==> src/rtl/fp_pkg.sv <==
// Shared floating-point definitions: operand class encodings, class-field
// localparams and the canonical quiet-NaN builder.
package fp_pkg;

  localparam int CLS_W = 3;
  localparam int MAX_W = 64;

  // Bit 0 of a class code marks a finite, nonzero operand.
  localparam int CLS_FINITE_NZ_BIT = 0;

  typedef enum logic [CLS_W-1:0] {
    CLS_ZERO = 3'b000,
    CLS_SUB  = 3'b001,
    CLS_NORM = 3'b011,
    CLS_INF  = 3'b100,
    CLS_NAN  = 3'b110
  } fp_cls_e;

  // Sign 0, exponent all ones, only the mantissa MSB set.
  function automatic logic [MAX_W-1:0] canonical_nan(input int exp_w, input int man_w);
    logic [MAX_W-1:0] r;
    r = ((64'(1) << exp_w) - 64'(1)) << man_w;
    r = r | (64'(1) << (man_w - 1));
    return r;
  endfunction

endpackage

==> src/rtl/fp_special_pipe_classify.sv <==
// fp_classify: combinational operand classifier (ZERO/SUB/NORM/INF/NAN).
module fp_classify
  import fp_pkg::*;
#(
  parameter int EXP_W = 8,
  parameter int MAN_W = 23
) (
  input  logic [EXP_W+MAN_W:0] i_val,
  output fp_cls_e              o_cls
);

  logic [EXP_W-1:0] w_exp;
  logic [MAN_W-1:0] w_man;

  assign w_exp = i_val[MAN_W +: EXP_W];
  assign w_man = i_val[MAN_W-1:0];

  always_comb begin
    o_cls = CLS_NORM;
    if (w_exp == '0) begin
      o_cls = (w_man == '0) ? CLS_ZERO : CLS_SUB;
    end else if (&w_exp) begin
      o_cls = (w_man == '0) ? CLS_INF : CLS_NAN;
    end
  end

endmodule

==> src/rtl/fp_special_pipe.sv <==
// Two-stage special-case resolver for FP addition; NaN payload propagation
// is enabled by defining FP_SPECIAL_NAN_PROPAGATE_EN.
module fp_special_pipe
  import fp_pkg::*;
#(
  parameter int EXP_W = 8,
  parameter int MAN_W = 23,
  parameter int CNT_W = 16
) (
  input  logic                     clk,
  input  logic                     rst_n,
  input  logic [EXP_W+MAN_W:0]     in_a,
  input  logic [EXP_W+MAN_W:0]     in_b,
  input  logic                     in_valid,
  output logic                     in_ready,
  output logic                     out_valid,
  input  logic                     out_ready,
  output logic                     out_en,
  output logic [EXP_W+MAN_W:0]     out_s,
  output logic [2:0]               out_cls_a,
  output logic [2:0]               out_cls_b,
  output logic                     flag_invalid,
  input  logic                     flag_clr,
  output logic [CNT_W-1:0]         spec_cnt
);

  localparam int W = 1 + EXP_W + MAN_W;
  localparam logic [MAX_W-1:0] C_QNAN_FULL = canonical_nan(EXP_W, MAN_W);
  localparam logic [W-1:0]     C_QNAN      = C_QNAN_FULL[W-1:0];

  // Handshake: a transfer happens on a rising edge where valid and ready are
  // both high; a stalled stage holds its contents unchanged.
  fp_cls_e        w_cls_a, w_cls_b;
  logic           w_s1_free, w_s2_free, w_xfer;
  logic [W-1:0]   w_res;
  logic           w_en, w_inv;
  logic           w_a_nan, w_b_nan, w_a_inf, w_b_inf, w_a_zero, w_b_zero;

  logic           r_s1_valid;
  logic [W-1:0]   r_s1_a, r_s1_b;
  fp_cls_e        r_s1_cls_a, r_s1_cls_b;

  logic           r_s2_valid;
  logic           r_s2_inv;
  logic           r_out_en;
  logic [W-1:0]   r_out_s;
  fp_cls_e        r_out_cls_a, r_out_cls_b;
  logic           r_flag;
  logic [CNT_W-1:0] r_cnt;

  fp_classify #(.EXP_W(EXP_W), .MAN_W(MAN_W)) u_cls_a (.i_val(in_a), .o_cls(w_cls_a));
  fp_classify #(.EXP_W(EXP_W), .MAN_W(MAN_W)) u_cls_b (.i_val(in_b), .o_cls(w_cls_b));

  assign w_s2_free = !r_s2_valid || out_ready;
  assign w_s1_free = !r_s1_valid || w_s2_free;
  assign w_xfer    = r_s2_valid && out_ready;

  assign w_a_nan  = (r_s1_cls_a == CLS_NAN);
  assign w_b_nan  = (r_s1_cls_b == CLS_NAN);
  assign w_a_inf  = (r_s1_cls_a == CLS_INF);
  assign w_b_inf  = (r_s1_cls_b == CLS_INF);
  assign w_a_zero = (r_s1_cls_a == CLS_ZERO);
  assign w_b_zero = (r_s1_cls_b == CLS_ZERO);

  always_comb begin
    w_res = '0;
    w_en  = 1'b0;
    w_inv = 1'b0;
    if (w_a_nan || w_b_nan) begin
      w_inv = 1'b1;
`ifdef FP_SPECIAL_NAN_PROPAGATE_EN
      w_res = w_a_nan ? r_s1_a : r_s1_b;
      w_res[MAN_W-1] = 1'b1;
`else
      w_res = C_QNAN;
`endif
    end else if (w_a_inf && w_b_inf) begin
      if (r_s1_a[W-1] != r_s1_b[W-1]) begin
        w_res = C_QNAN;
        w_inv = 1'b1;
      end else begin
        w_res = r_s1_a;
      end
    end else if (w_a_inf) begin
      w_res = r_s1_a;
    end else if (w_b_inf) begin
      w_res = r_s1_b;
    end else if (w_a_zero && w_b_zero) begin
      w_res = {r_s1_a[W-1] & r_s1_b[W-1], {(W-1){1'b0}}};
    end else if (w_a_zero) begin
      w_res = r_s1_b;
    end else if (w_b_zero) begin
      w_res = r_s1_a;
    end else begin
      w_en = 1'b1;
    end
  end

  always_ff @(posedge clk or negedge rst_n) begin
    if (!rst_n) begin
      r_s1_valid  <= 1'b0;
      r_s1_a      <= '0;
      r_s1_b      <= '0;
      r_s1_cls_a  <= CLS_ZERO;
      r_s1_cls_b  <= CLS_ZERO;
      r_s2_valid  <= 1'b0;
      r_s2_inv    <= 1'b0;
      r_out_en    <= 1'b0;
      r_out_s     <= '0;
      r_out_cls_a <= CLS_ZERO;
      r_out_cls_b <= CLS_ZERO;
      r_flag      <= 1'b0;
      r_cnt       <= '0;
    end else begin
      if (w_s1_free) begin
        r_s1_valid <= in_valid;
        if (in_valid) begin
          r_s1_a     <= in_a;
          r_s1_b     <= in_b;
          r_s1_cls_a <= w_cls_a;
          r_s1_cls_b <= w_cls_b;
        end
      end
      if (w_s2_free) begin
        r_s2_valid <= r_s1_valid;
        if (r_s1_valid) begin
          r_s2_inv    <= w_inv;
          r_out_en    <= w_en;
          r_out_s     <= w_res;
          r_out_cls_a <= r_s1_cls_a;
          r_out_cls_b <= r_s1_cls_b;
        end
      end
      // A new invalid event outranks a simultaneous clear.
      if (w_xfer && r_s2_inv) begin
        r_flag <= 1'b1;
      end else if (flag_clr) begin
        r_flag <= 1'b0;
      end
      if (w_xfer && !r_out_en && (r_cnt != '1)) begin
        r_cnt <= r_cnt + CNT_W'(1);
      end
    end
  end

  assign in_ready     = w_s1_free;
  assign out_valid    = r_s2_valid;
  assign out_en       = r_out_en;
  assign out_s        = r_out_s;
  assign out_cls_a    = r_out_cls_a;
  assign out_cls_b    = r_out_cls_b;
  assign flag_invalid = r_flag;
  assign spec_cnt     = r_cnt;

endmodule

==> config.mk <==
export PLATFORM = sky130hd
export DESIGN_NAME = fp_special_pipe
export DESIGN_NICKNAME = d
export VERILOG_FILES = /design/src/rtl/fp_pkg.sv /design/src/rtl/fp_special_pipe_classify.sv /design/src/rtl/fp_special_pipe.sv
export SDC_FILE = /design/constraint.sdc
export NUM_CORES = 1
export LEC_CHECK = 0
export CORE_ASPECT_RATIO = 0.7
export CORE_MARGIN = 5
export CORE_UTILIZATION = 55
export DETAILED_ROUTE_END_ITERATION = 6
export PLACE_DENSITY = 0.95
export SLEW_MARGIN = 25
export SYNTH_ARGS = -nofsm -noshare
export SYNTH_HDL_FRONTEND = slang
export SYNTH_HIERARCHICAL = 1
export SYNTH_SLANG_ARGS = --single-unit
==> constraint.sdc <==
create_clock -name clk -period 2.9 [get_ports clk]
set_input_delay 0.58 -clock clk [delete_from_list [all_inputs] [get_ports clk]]
set_output_delay 0.58 -clock clk [all_outputs]
set_load 0.05 [all_outputs]
# Word level (Yosys, flattened, before mapping)
# Cells that the tools add are included.
[totals]
ff_bits = 129
input_bits = 69
output_inout_bits = 58
word_cells = 72
[classes]
addsub = 1
n_eq_ne = 6
mux = 28
n_bitwise = 1
n_reduce_logical = 23
[ops]
columns = ["op", "count"]
rows = [
  ["$mux W32", 8],
  ["$logic_not A23 Y1", 2],
  ["$add A16 B1 Y16 const B", 1],
  ["$logic_not A8 Y1", 2],
  ["$ne A16 B16 Y1 const B", 1],
  ["$reduce_and A8 Y1", 2],
  ["$mux W1", 14],
  ["$eq A3 B3 Y1 const B", 4],
  ["$mux W3", 4],
  ["$logic_and A1 B1 Y1", 6],
  ["$logic_not A3 Y1", 2],
  ["$mux W2", 2],
  ["$reduce_and A2 Y1", 2],
  ["$logic_not A1 Y1", 3],
  ["$logic_or A1 B1 Y1", 3],
  ["$reduce_bool A2 Y1", 1],
  ["$and A1 B1 Y1", 1],
  ["$ne A1 B1 Y1", 1],
]

# Logic depth before layout (Yosys ltp)
# Gate-level depths: netlist of the first run.
[depth]
word_depth = 8
ltp_mapped = 6
ltp_nobuf = 5

# By module
# The synthesis of the first run kept the hierarchy.
[modules_own_cells]
columns = ["module", "instances", "cells_per_inst", "area_each_um2", "seq_area_each_um2"]
rows = [
  ["fp_special_pipe", 1, 477, 5713.0, 3228.1],
  ["fp_classify", 2, 16, 98.8, 0.0],
]

# Least setup slack after synthesis of the first run
# OpenSTA, ideal clock, no wires.
[synth_path]
path_type = "reg-to-reg"
start = "register r_s2_valid, in the netlist out_valid"
end = "register r_s1_a[0]"
setup_time_ns = 0.125
arrival_ns = 2.118
required_time_ns = 2.775
setup_slack_ns = 0.657
path_stages_with_launch = 5
n_path_buf = 1
period_less_slack_ns = 2.243
cell_sequence = "dfrtp_1 -> nand3b_1 -> nand2_1 -> buf_2 -> mux2_2"
[synth_via]
elab_chain_len = 4
[synth_rtl]
columns = ["item", "line_no", "rtl"]
rows = [
  ["start: declaration", "fp_special_pipe.sv:43", "logic r_s2_valid;"],
  ["start signal: assignment", "fp_special_pipe.sv:125", "r_s2_valid <= r_s1_valid;"],
  ["$logic_not A1 Y1", "fp_special_pipe.sv:54", "assign w_s2_free = !r_s2_valid || out_ready;"],
  ["$logic_or A1 B1 Y1", "fp_special_pipe.sv:54", ""],
  ["$logic_or A1 B1 Y1", "fp_special_pipe.sv:55", "assign w_s1_free = !r_s1_valid || w_s2_free;"],
  ["named net in_ready", "fp_special_pipe.sv:15", "output logic in_ready,"],
  ["$reduce_and A2 Y1 (no source line)", "-", ""],
  ["end signal: assignment", "fp_special_pipe.sv:118", "r_s1_a <= in_a;"],
  ["end: declaration", "fp_special_pipe.sv:40", "logic [W-1:0] r_s1_a, r_s1_b;"],
]
# The timed path passes the listed nets, and every way through them passes these cells.
# A chain may end at the register's enable or synchronous reset.

# Worst setup path after layout of the first run
[layout_path]
start = "register r_cnt[7], in the netlist spec_cnt[7]"
end = "output spec_cnt[7]"
[layout_rtl]
columns = ["item", "line_no", "rtl"]
rows = [
  ["start: declaration", "fp_special_pipe.sv:49", "logic [CNT_W-1:0] r_cnt;"],
  ["start signal: assignment", "fp_special_pipe.sv:141", "r_cnt <= r_cnt + CNT_W'(1);"],
  ["end: declaration", "fp_special_pipe.sv:24", "output logic [CNT_W-1:0] spec_cnt"],
]
# No word-level cell between the ends.

==> report_table.html, run 1 <==
<table>
<tr><th>Metric</th><th>Value</th></tr>
<tr><th colspan="2">Setup path</th></tr>
<tr><td>Delay of the slowest critical-path stage</td><td>0.86 ns</td></tr>
<tr><td>Worst path top cell family by delay</td><td>buffers and inverters</td></tr>
<tr><td>Startpoint types</td><td>register</td></tr>
<tr><td>Critical Path Sink Type</td><td>output pin</td></tr>
<tr><td>Crit Path Category</td><td>register to output pin</td></tr>
<tr><td>Master of the slowest instance on the critical path</td><td>sky130_fd_sc_hd__clkdlybuf4s50_1</td></tr>
<tr><td>Data required, critical path</td><td>2.32 ns</td></tr>
<tr><td>Cell-by-cell trace of the critical path</td><td>clkdlybuf4s50_1</td></tr>
<tr><td>Worst endpoint data arrival time</td><td>1.74 ns</td></tr>
<tr><td>Crit path buf inv count</td><td>1</td></tr>
<tr><td>Max Fanout on Critical Path</td><td>6</td></tr>
<tr><th colspan="2">STA</th></tr>
<tr><td>Setup slack of the critical path after layout</td><td>0.583 ns</td></tr>
<tr><td>Worst Tran Pin Value</td><td>0.632 ns</td></tr>
<tr><td>Hold Vio Cnt, Final</td><td>0</td></tr>
<tr><td>Maximum clock rate</td><td>0.432 GHz</td></tr>
<tr><td>Clock period minus worst slack</td><td>2.32 ns</td></tr>
<tr><td>Period utilisation layout</td><td>79.9%</td></tr>
<tr><td>Worst max-slew margin expressed relative to the limit</td><td>57.5%</td></tr>
<tr><td>Setup skew after layout</td><td>0.00590 ns</td></tr>
<tr><td>Slew Viols, Final</td><td>0</td></tr>
<tr><td>Final worst hold slack</td><td>0.0977 ns</td></tr>
<tr><td>Total Negative Setup Slacks</td><td>0 ns</td></tr>
<tr><td>Number of setup violations in the final report</td><td>0</td></tr>
<tr><td>RSZ-0062 raised after global routing</td><td>no</td></tr>
<tr><th colspan="2">Pwr</th></tr>
<tr><td>Power density cells</td><td>669 mW/mm2</td></tr>
<tr><td>Leakage</td><td>3.45 nW</td></tr>
<tr><td>Total power of the final layout</td><td>0.00531 W</td></tr>
<tr><td>Worst-case vdd ir drop</td><td>0.000526 V</td></tr>
<tr><th colspan="2">Finish</th></tr>
<tr><td>Antenna diode count</td><td>0</td></tr>
<tr><td>Share of layout cells above drive strength 1</td><td>18.1%</td></tr>
<tr><td>Synthesis-to-finish area growth</td><td>34.3%</td></tr>
<tr><td>Leading cell type in the layout, fill and taps excluded</td><td>sky130_fd_sc_hd__dfrtp_1</td></tr>
<tr><td>Summed area of non-filler cells in the final layout</td><td>0.00794 mm2</td></tr>
<tr><td>Commonest non-fill, non-tap cells in the layout</td><td>sky130_fd_sc_hd__dfrtp_1, sky130_fd_sc_hd__clkdlybuf4s50_1, sky130_fd_sc_hd__mux2_2</td></tr>
<tr><td>Final net count</td><td>710</td></tr>
<tr><th colspan="2">Drt</th></tr>
<tr><td>Final Routed Wirelength</td><td>16,800 um</td></tr>
<tr><td>Vias per std cell</td><td>6.20</td></tr>
<tr><td>Total number of vias</td><td>4,858</td></tr>
<tr><td>Drt first pass iters</td><td>5</td></tr>
<tr><td>Residual antenna-violating net count after detailed routing</td><td>0</td></tr>
<tr><td>Detail-routed net length per standard cell</td><td>21.4 um</td></tr>
<tr><td>Drc violations</td><td>0</td></tr>
<tr><td>First DRT Iteration DRCs</td><td>433</td></tr>
<tr><th colspan="2">Yosys</th></tr>
<tr><td>Count of flip-flops with a built-in enable after synthesis</td><td>0</td></tr>
<tr><td>Share of synthesized area occupied by flip-flops and latches</td><td>54.6%</td></tr>
<tr><td>Number of register bits inferred by synthesis</td><td>129</td></tr>
<tr><td>Count of yosys warnings during synthesis</td><td>6</td></tr>
<tr><td>Netlist Area Pre-Place</td><td>0.00591 mm2</td></tr>
<tr><td>Count of mapped cells out of synthesis</td><td>509</td></tr>
<tr><td>Most used flip-flop cell after synthesis</td><td>sky130_fd_sc_hd__dfrtp_1</td></tr>
<tr><td>Async set or reset register ratio after synthesis</td><td>100%</td></tr>
<tr><td>Post-synth net total</td><td>580</td></tr>
<tr><td>Number of distinct library cells after synthesis</td><td>40</td></tr>
<tr><td>Syn_area_per_cell</td><td>11.6 um2</td></tr>
<tr><th colspan="2">Clock network</th></tr>
<tr><td>Post-cts sizing count</td><td>0</td></tr>
<tr><td>Insertion delay of the later-clocked pin in the worst-skew pair</td><td>0.41 ns</td></tr>
<tr><td>Number of levels in the clock H-tree</td><td>4</td></tr>
<tr><td>CTS Buffer Depth</td><td>2</td></tr>
<tr><td>Cts-stage hold buffer count</td><td>0</td></tr>
<tr><td>CTS root buffer</td><td>sky130_fd_sc_hd__clkbuf_16</td></tr>
<tr><td>TritonCTS Buffers</td><td>17</td></tr>
<tr><td>Setup bufs post-CTS</td><td>0</td></tr>
<tr><td>Worst-path clk slew</td><td>0.06 ns</td></tr>
<tr><td>CTS tree</td><td>built</td></tr>
<tr><td>Clock sink count</td><td>129</td></tr>
<tr><th colspan="2">Die</th></tr>
<tr><td>Die boundary width</td><td>134 um</td></tr>
<tr><td>Site row count</td><td>31</td></tr>
<tr><td>Initial standard-cell utilization of the core</td><td>56.6%</td></tr>
<tr><td>Area of the die</td><td>0.0130 mm2</td></tr>
<tr><td>Die extent in y</td><td>96.7 um</td></tr>
<tr><td>Number of top-level pins</td><td>127</td></tr>
<tr><td>Floorplan Core Area</td><td>0.0104 mm2</td></tr>
<tr><th colspan="2">Job</th></tr>
<tr><td>Max-cap viol count</td><td>0</td></tr>
<tr><th colspan="2">Placed design</th></tr>
<tr><td>Final Wtd Congestion</td><td>0.857</td></tr>
<tr><td>Input/output buffers</td><td>126</td></tr>
<tr><td>Setup slack after placement</td><td>0.490 ns</td></tr>
<tr><td>Detailed-placement wirelength estimate</td><td>11,100 um</td></tr>
<tr><td>Post-Place Cell Area</td><td>0.00733 mm2</td></tr>
<tr><th colspan="2">Global route</th></tr>
<tr><td>Residual overflow from global routing</td><td>0</td></tr>
<tr><td>Initial antenna violation count</td><td>0</td></tr>
<tr><td>Pin count of the biggest net entering global routing</td><td>100</td></tr>
<tr><td>Global-route total usage across every layer</td><td>26.1%</td></tr>
<tr><td>Via count of the first global-routing pass</td><td>5,157</td></tr>
<tr><td>Wire length of the first global-routing pass</td><td>26,800 um</td></tr>
<tr><th colspan="2">Outcome</th></tr>
<tr><td>Status</td><td>finished, final reports clean</td></tr>
<tr><th colspan="2">Hold path</th></tr>
<tr><td>Hold Path Class</td><td>primary input to asynchronous set/reset pin</td></tr>
</table>
-- synthesized netlist by cell type, types with 4 or more instances --
cell type,count,area share [%]
sky130_fd_sc_hd__nor2_1,25,1.6
sky130_fd_sc_hd__a21oi_1,10,0.85
sky130_fd_sc_hd__o32ai_1,22,3.3
sky130_fd_sc_hd__dfrtp_1,129,55
sky130_fd_sc_hd__nor4_1,9,0.95
sky130_fd_sc_hd__inv_1,47,3.0
sky130_fd_sc_hd__and3_1,4,0.42
sky130_fd_sc_hd__nand4_1,10,1.1
sky130_fd_sc_hd__clkbuf_1,10,0.64
sky130_fd_sc_hd__a21o_1,22,2.8
sky130_fd_sc_hd__a31oi_1,5,0.53
sky130_fd_sc_hd__xnor2_1,13,1.9
sky130_fd_sc_hd__nor3_1,6,0.51
sky130_fd_sc_hd__a22oi_1,9,1.1
sky130_fd_sc_hd__o21ai_0,7,0.59
sky130_fd_sc_hd__mux2_2,71,14
sky130_fd_sc_hd__nand3_1,7,0.59
sky130_fd_sc_hd__and4_1,4,0.59
sky130_fd_sc_hd__or4_1,8,1.0
sky130_fd_sc_hd__nand2_1,25,1.6
sky130_fd_sc_hd__buf_2,12,1.0
sky130_fd_sc_hd__nand3b_1,5,0.64
sky130_fd_sc_hd__a31o_1,22,3.3
sky130_fd_sc_hd__buf_6,4,0.76
-- where the power goes --
| part | leakage [nW] | switching (W) | internal, W | total [W] |
|---|---|---|---|---|
| Sequential | 1.59 | 0.000171 | 0.00200 | 0.00218 |
| Combinational | 1.57 | 0.000541 | 0.000403 | 0.000944 |
| Clock | 0.292 | 0.000776 | 0.00141 | 0.00219 |
-- path summary, 6_finish.rpt --
path	startpoint	endpoint	slack [ns]	depth (start not counted)
worst min-delay path	rst_n	spec_cnt[11]	0.1	1
worst max-delay path	spec_cnt[7]	spec_cnt[7]	0.58	1
worst min register to register	out_cls_b[2]	out_cls_b[2]	0.49	2
max in group asynchronous	rst_n	out_s[10]	1.93	2
worst max register to register	r_s1_cls_b[0]	out_s[17]	0.77	5
min in group clk	out_cls_b[2]	out_cls_b[2]	0.49	2
-- cell type report --
| cell class | count | area, um2 |
|---|---|---|
| clock buffer | 22 | 474 |
| inverter | 47 | 176 |
| tap | 132 | 165 |
| fill | 632 | 2500 |
| timing repair buffer | 137 | 1380 |
| sequential | 129 | 3230 |
| clock inverter | 10 | 133 |
| multi-input combinational | 307 | 2380 |
-- metrics by stage --
| stage | cells | utilization, % |
|---|---|---|
| global route | 784 | 76.1 |
| detailed placement | 752 | 70.3 |
| CTS | 784 | 76.1 |
| floorplan | 509 | - |
| finish | 784 | 76.1 |
| global placement | 752 | 70.3 |
-- flip-flops by register name, indices dropped and copies added (netlist names) --
| register | count |
|---|---|
| r_s1_b | 32 |
| r_s1_cls_b | 3 |
| out_en | 1 |
| r_s1_valid | 1 |
| r_s2_inv | 1 |
| out_s | 32 |
| out_cls_b | 3 |
| spec_cnt | 16 |
| r_s1_a | 32 |
| out_cls_a | 3 |
| flag_invalid | 1 |
| r_s1_cls_a | 3 |
| out_valid | 1 |
-- cell families after synthesis --
group | Yosys count | synth area share [%]
simple gates | 113 | 10.2
mux | 73 | 13.9
flops | 129 | 54.6
fa+ha+maj | 2 | 0.423
xor+xnor | 14 | 2.07
buf+inv | 73 | 5.40
compound gates | 105 | 13.4
-- metal layers --
layer	vias to the layer above	wire (um)	track usage (%)
met3	38	1370	8.09
met1	2481	6960	34.0
met4	0	359	8.93
li1	2110	-	-
met5	-	0	0
met2	229	8080	41.8
Power figures use the tool's default switching activity.
==> inputs of run 2 (changes only) <==
--- a/config.mk
+++ b/config.mk
@@ -7,9 +7,9 @@
 export LEC_CHECK = 0
 export CORE_ASPECT_RATIO = 0.7
 export CORE_MARGIN = 5
-export CORE_UTILIZATION = 55
+export CORE_UTILIZATION = 46
 export DETAILED_ROUTE_END_ITERATION = 6
-export PLACE_DENSITY = 0.95
+export PLACE_DENSITY = 0.85
 export SLEW_MARGIN = 25
 export SYNTH_ARGS = -nofsm -noshare
 export SYNTH_HDL_FRONTEND = slang
==> constraint.sdc (replaced) <==
create_clock -name clk -period 1.93 [get_ports clk]
set_input_delay 0.386 -clock clk [delete_from_list [all_inputs] [get_ports clk]]
set_output_delay 0.386 -clock clk [all_outputs]
set_load 0.05 [all_outputs]
==> run 2 against run 1 <==
Clock power up 48%. Non-clock buffer count up 42. Clock-buffer cell count down 3. Utilization down 9.8 points. Total power up 50%. Register-to-register slack worse by 0.60 ns. Combinational power up 54%. Via count down 1.7%. Sequential power up 49%. Global-route usage down 4.5 points. Hold slack better by 0.27 ns. Largest cell class unchanged. First-iteration DRC count down 36%.
==> report_table.html, run 2 (synthesized netlist as in run 1, its figures left out) <==
<table>
<tr><th>Metric</th><th>Value</th></tr>
<tr><th colspan="2">Finish</th></tr>
<tr><td>Fill cell count</td><td>949 (+50%)</td></tr>
<tr><td>Antenna diode count</td><td>0 (unchanged)</td></tr>
<tr><td>Commonest non-fill, non-tap cells in the layout</td><td>sky130_fd_sc_hd__dfrtp_1, sky130_fd_sc_hd__mux2_2, sky130_fd_sc_hd__buf_4</td></tr>
<tr><td>Final net count</td><td>752 (+5.9%)</td></tr>
<tr><td>Synthesis-to-finish area growth</td><td>40.3%</td></tr>
<tr><td>Share of layout cells above drive strength 1</td><td>27.7% (+9.6 points)</td></tr>
<tr><td>Leading cell type in the layout, fill and taps excluded</td><td>sky130_fd_sc_hd__dfrtp_1</td></tr>
<tr><td>Filler-free cell count of the finished design</td><td>856 (+9.2%)</td></tr>
<tr><th colspan="2">Placed design</th></tr>
<tr><td>Final Wtd Congestion</td><td>0.832 (-2.9%)</td></tr>
<tr><td>Input/output buffers</td><td>126 (unchanged)</td></tr>
<tr><td>Detailed-placement wirelength estimate</td><td>11,200 um (+1.2%)</td></tr>
<tr><td>Cell total after placement</td><td>823 (+9.4%)</td></tr>
<tr><th colspan="2">Die</th></tr>
<tr><td>Number of top-level pins</td><td>127 (unchanged)</td></tr>
<tr><td>Area of the die</td><td>0.0153 mm2 (+18%)</td></tr>
<tr><td>Die extent in y</td><td>105 um (+8.4%)</td></tr>
<tr><td>Floorplan Core Area</td><td>0.0125 mm2 (+20%)</td></tr>
<tr><td>Die boundary width</td><td>145 um (+8.6%)</td></tr>
<tr><td>Site row count</td><td>34 (+9.7%)</td></tr>
<tr><td>Initial standard-cell utilization of the core</td><td>47.3% (-9.4 points)</td></tr>
<tr><th colspan="2">Clock network</th></tr>
<tr><td>CTS tree</td><td>built</td></tr>
<tr><td>Worst-path clk slew</td><td>0.06 ns (about the same)</td></tr>
<tr><td>Number of levels in the clock H-tree</td><td>4 (unchanged)</td></tr>
<tr><td>Clock sink count</td><td>129 (unchanged)</td></tr>
<tr><td>Insertion delay of the later-clocked pin in the worst-skew pair</td><td>0.41 ns (about the same)</td></tr>
<tr><td>TritonCTS Buffers</td><td>17 (unchanged)</td></tr>
<tr><td>CTS root buffer</td><td>sky130_fd_sc_hd__clkbuf_16</td></tr>
<tr><td>CTS Buffer Depth</td><td>2 (unchanged)</td></tr>
<tr><th colspan="2">Pwr</th></tr>
<tr><td>Total power of the final layout</td><td>0.00795 W (+50%)</td></tr>
<tr><td>Clock Power Share</td><td>40.8% (-0.4 points)</td></tr>
<tr><td>Portion of total power attributed to sequential cells</td><td>41.0% (about the same)</td></tr>
<tr><td>Leakage</td><td>3.83 nW (+11%)</td></tr>
<tr><td>Power density cells</td><td>958 mW/mm2 (+43%)</td></tr>
<tr><td>Share of total power consumed by net switching</td><td>29.1% (+1.1 points)</td></tr>
<tr><td>Worst-case vdd ir drop</td><td>0.000694 V (+32%)</td></tr>
<tr><td>Combinational power share</td><td>18.2% (+0.4 points)</td></tr>
<tr><td>P_sw</td><td>0.00231 W (+55%)</td></tr>
<tr><td>Int Power</td><td>0.00563 W (+47%)</td></tr>
<tr><th colspan="2">Setup path</th></tr>
<tr><td>Worst r2r path cells</td><td>5 (unchanged)</td></tr>
<tr><td>Critical Path Sink Type</td><td>register</td></tr>
<tr><td>Crit path buf inv count</td><td>2 (+1)</td></tr>
<tr><td>Data required, critical path</td><td>2.22 ns (-0.10 ns)</td></tr>
<tr><td>Crit Path Category</td><td>primary input to register</td></tr>
<tr><td>Master of the slowest instance on the critical path</td><td>sky130_fd_sc_hd__or4_1</td></tr>
<tr><td>Levels on crit path</td><td>6 (+5)</td></tr>
<tr><td>Worst path top cell family by delay</td><td>simple AND/OR/NAND/NOR gates</td></tr>
<tr><td>Startpoint types</td><td>primary input</td></tr>
<tr><td>Cell-by-cell trace of the critical path</td><td>clkdlybuf4s50_1 -&gt; or4_1 -&gt; nor2_2 -&gt; buf_4 -&gt; a31oi_1 -&gt; mux2_2</td></tr>
<tr><td>Worst endpoint data arrival time</td><td>2.15 ns (+0.41 ns)</td></tr>
<tr><td>Delay of the slowest critical-path stage</td><td>0.55 ns (-0.31 ns)</td></tr>
<tr><td>Max Fanout on Critical Path</td><td>2 (-4)</td></tr>
<tr><th colspan="2">Global route</th></tr>
<tr><td>Via count of the first global-routing pass</td><td>5,033 (-2.4%)</td></tr>
<tr><td>Wire length of the first global-routing pass</td><td>26,700 um (-0.34%)</td></tr>
<tr><td>Pin count of the biggest net entering global routing</td><td>61 (-39%)</td></tr>
<tr><td>Global routing met1 resource utilization</td><td>29.8% (-4.3 points)</td></tr>
<tr><td>GRT busiest layer</td><td>met2</td></tr>
<tr><td>Global routing usage on met3</td><td>6.27% (-1.8 points)</td></tr>
<tr><td>Residual overflow from global routing</td><td>0 (unchanged)</td></tr>
<tr><td>Met2 track utilization from global routing</td><td>34.0% (-7.7 points)</td></tr>
<tr><td>Initial antenna violation count</td><td>0 (unchanged)</td></tr>
<tr><td>Global-route total usage across every layer</td><td>21.7% (-4.5 points)</td></tr>
<tr><th colspan="2">Drt</th></tr>
<tr><td>Drt first pass iters</td><td>4 (-1)</td></tr>
<tr><td>Vias per std cell</td><td>5.58 (-10%)</td></tr>
<tr><td>Detail-routed net length per standard cell</td><td>19.0 um (-11%)</td></tr>
<tr><td>Drc violations</td><td>0 (unchanged)</td></tr>
<tr><td>Residual antenna-violating net count after detailed routing</td><td>0 (unchanged)</td></tr>
<tr><td>Total number of vias</td><td>4,774 (-1.7%)</td></tr>
<tr><td>First DRT Iteration DRCs</td><td>278 (-36%)</td></tr>
<tr><td>Final Routed Wirelength</td><td>16,200 um (-3.2%)</td></tr>
<tr><th colspan="2">STA</th></tr>
<tr><td>Maximum clock rate</td><td>0.540 GHz</td></tr>
<tr><td>Worst max-slew margin expressed relative to the limit</td><td>66.5% (+8.9 points)</td></tr>
<tr><td>Setup skew after layout</td><td>0.00794 ns (+0.00205 ns)</td></tr>
<tr><td>Number of setup violations in the final report</td><td>0 (unchanged)</td></tr>
<tr><td>RSZ-0062 raised after global routing</td><td>no</td></tr>
<tr><td>Clock period minus worst slack</td><td>1.85 ns</td></tr>
<tr><td>Worst Tran Pin Value</td><td>0.505 ns (-0.127 ns)</td></tr>
<tr><td>Hold Vio Cnt, Final</td><td>0 (unchanged)</td></tr>
<tr><td>Period utilisation layout</td><td>96.0%</td></tr>
<tr><td>Slew Viols, Final</td><td>0 (unchanged)</td></tr>
<tr><th colspan="2">Job</th></tr>
<tr><td>Max-cap viol count</td><td>0 (unchanged)</td></tr>
<tr><th colspan="2">Hold path</th></tr>
<tr><td>Hold Path Class</td><td>primary input to asynchronous set/reset pin</td></tr>
<tr><th colspan="2">Outcome</th></tr>
<tr><td>Status</td><td>finished, final reports clean</td></tr>
</table>
[run 2: worst register-to-register path, cell delays in order, from the launching register on]
cell                       delay (ns)
sky130_fd_sc_hd__dfrtp_2         0.40
sky130_fd_sc_hd__ha_1            0.20
sky130_fd_sc_hd__and3_1          0.23
sky130_fd_sc_hd__nand4_2         0.19
sky130_fd_sc_hd__o21bai_1        0.28
sky130_fd_sc_hd__mux2_1          0.34
[run 2: routing by layer]
layer,up-vias,part of all wire (%)
met2,155,47
met5,-,0
met1,2398,46
met4,0,1.3
met3,24,6.6
li1,2197,-
[run 2: layout make-up]
cell class | instances | area, um2 | area share (%)
inverters | 47 | 176 | 2.13
multi-input cells | 307 | 2390 | 28.8
well taps | 162 | 203 | 2.44
flip-flops and latches | 129 | 3230 | 39.0
clock inverters | 13 | 151 | 1.83
repair buffers | 179 | 1690 | 20.4
clock buffers | 19 | 453 | 5.46
[run 2: stage by stage]
| step | cell area (um2) | setup TNS [ns] | setup slack, ns | hold slack, ns | util [%] |
|---|---|---|---|---|---|
| 2_1_floorplan | 5920 | -3.58 | -0.0511 | 0.0904 | - |
| 3_3_place_gp | 7710 | -7.99 | -0.308 | 0.247 | 61.7 |
| 3_5_place_dp | 7710 | -11.73 | -0.335 | 0.254 | 61.7 |
| 4_1_cts | 8290 | 0 | 0.0741 | 0.359 | 66.3 |
| 5_1_grt | 8290 | 0 | 0.0366 | 0.382 | 66.3 |
| 6_report | 8290 | 0 | 0.0770 | 0.367 | 66.3 |
[run 2: worst paths after layout]
path,slack (ns),end,startpoint
worst max register to register,0.17,spec_cnt[1],spec_cnt[0]
worst max-delay path,0.08,r_s1_cls_a[1],in_a[6]
worst min-delay path,0.37,out_cls_a[2],rst_n
max in group asynchronous,0.91,r_s1_b[22],rst_n
worst min register to register,0.49,out_s[8],r_s1_a[8]
min in group clk,0.49,out_s[8],r_s1_a[8]
[run 2: timing repair]
| action | 4_1_cts | 5_1_grt |
|---|---|---|
| hold buffers | 1 | 0 |
| hold endpoints to repair | 11 | 0 |
| setup buffers | 0 | 0 |
| resized for setup | 30 | 1 |
| setup endpoints to repair | 30 | 1 |
[run 2: power groups by stage]
stage                     Sequential [W]  Clock [W]  Combinational (W)
final                            0.00325    0.00325            0.00145
after detailed placement         0.00330          0            0.00147
after global placement           0.00327          0            0.00144
after CTS                        0.00325    0.00329            0.00146
after floorplan                  0.00360          0           0.000486
after global routing             0.00330    0.00342            0.00155
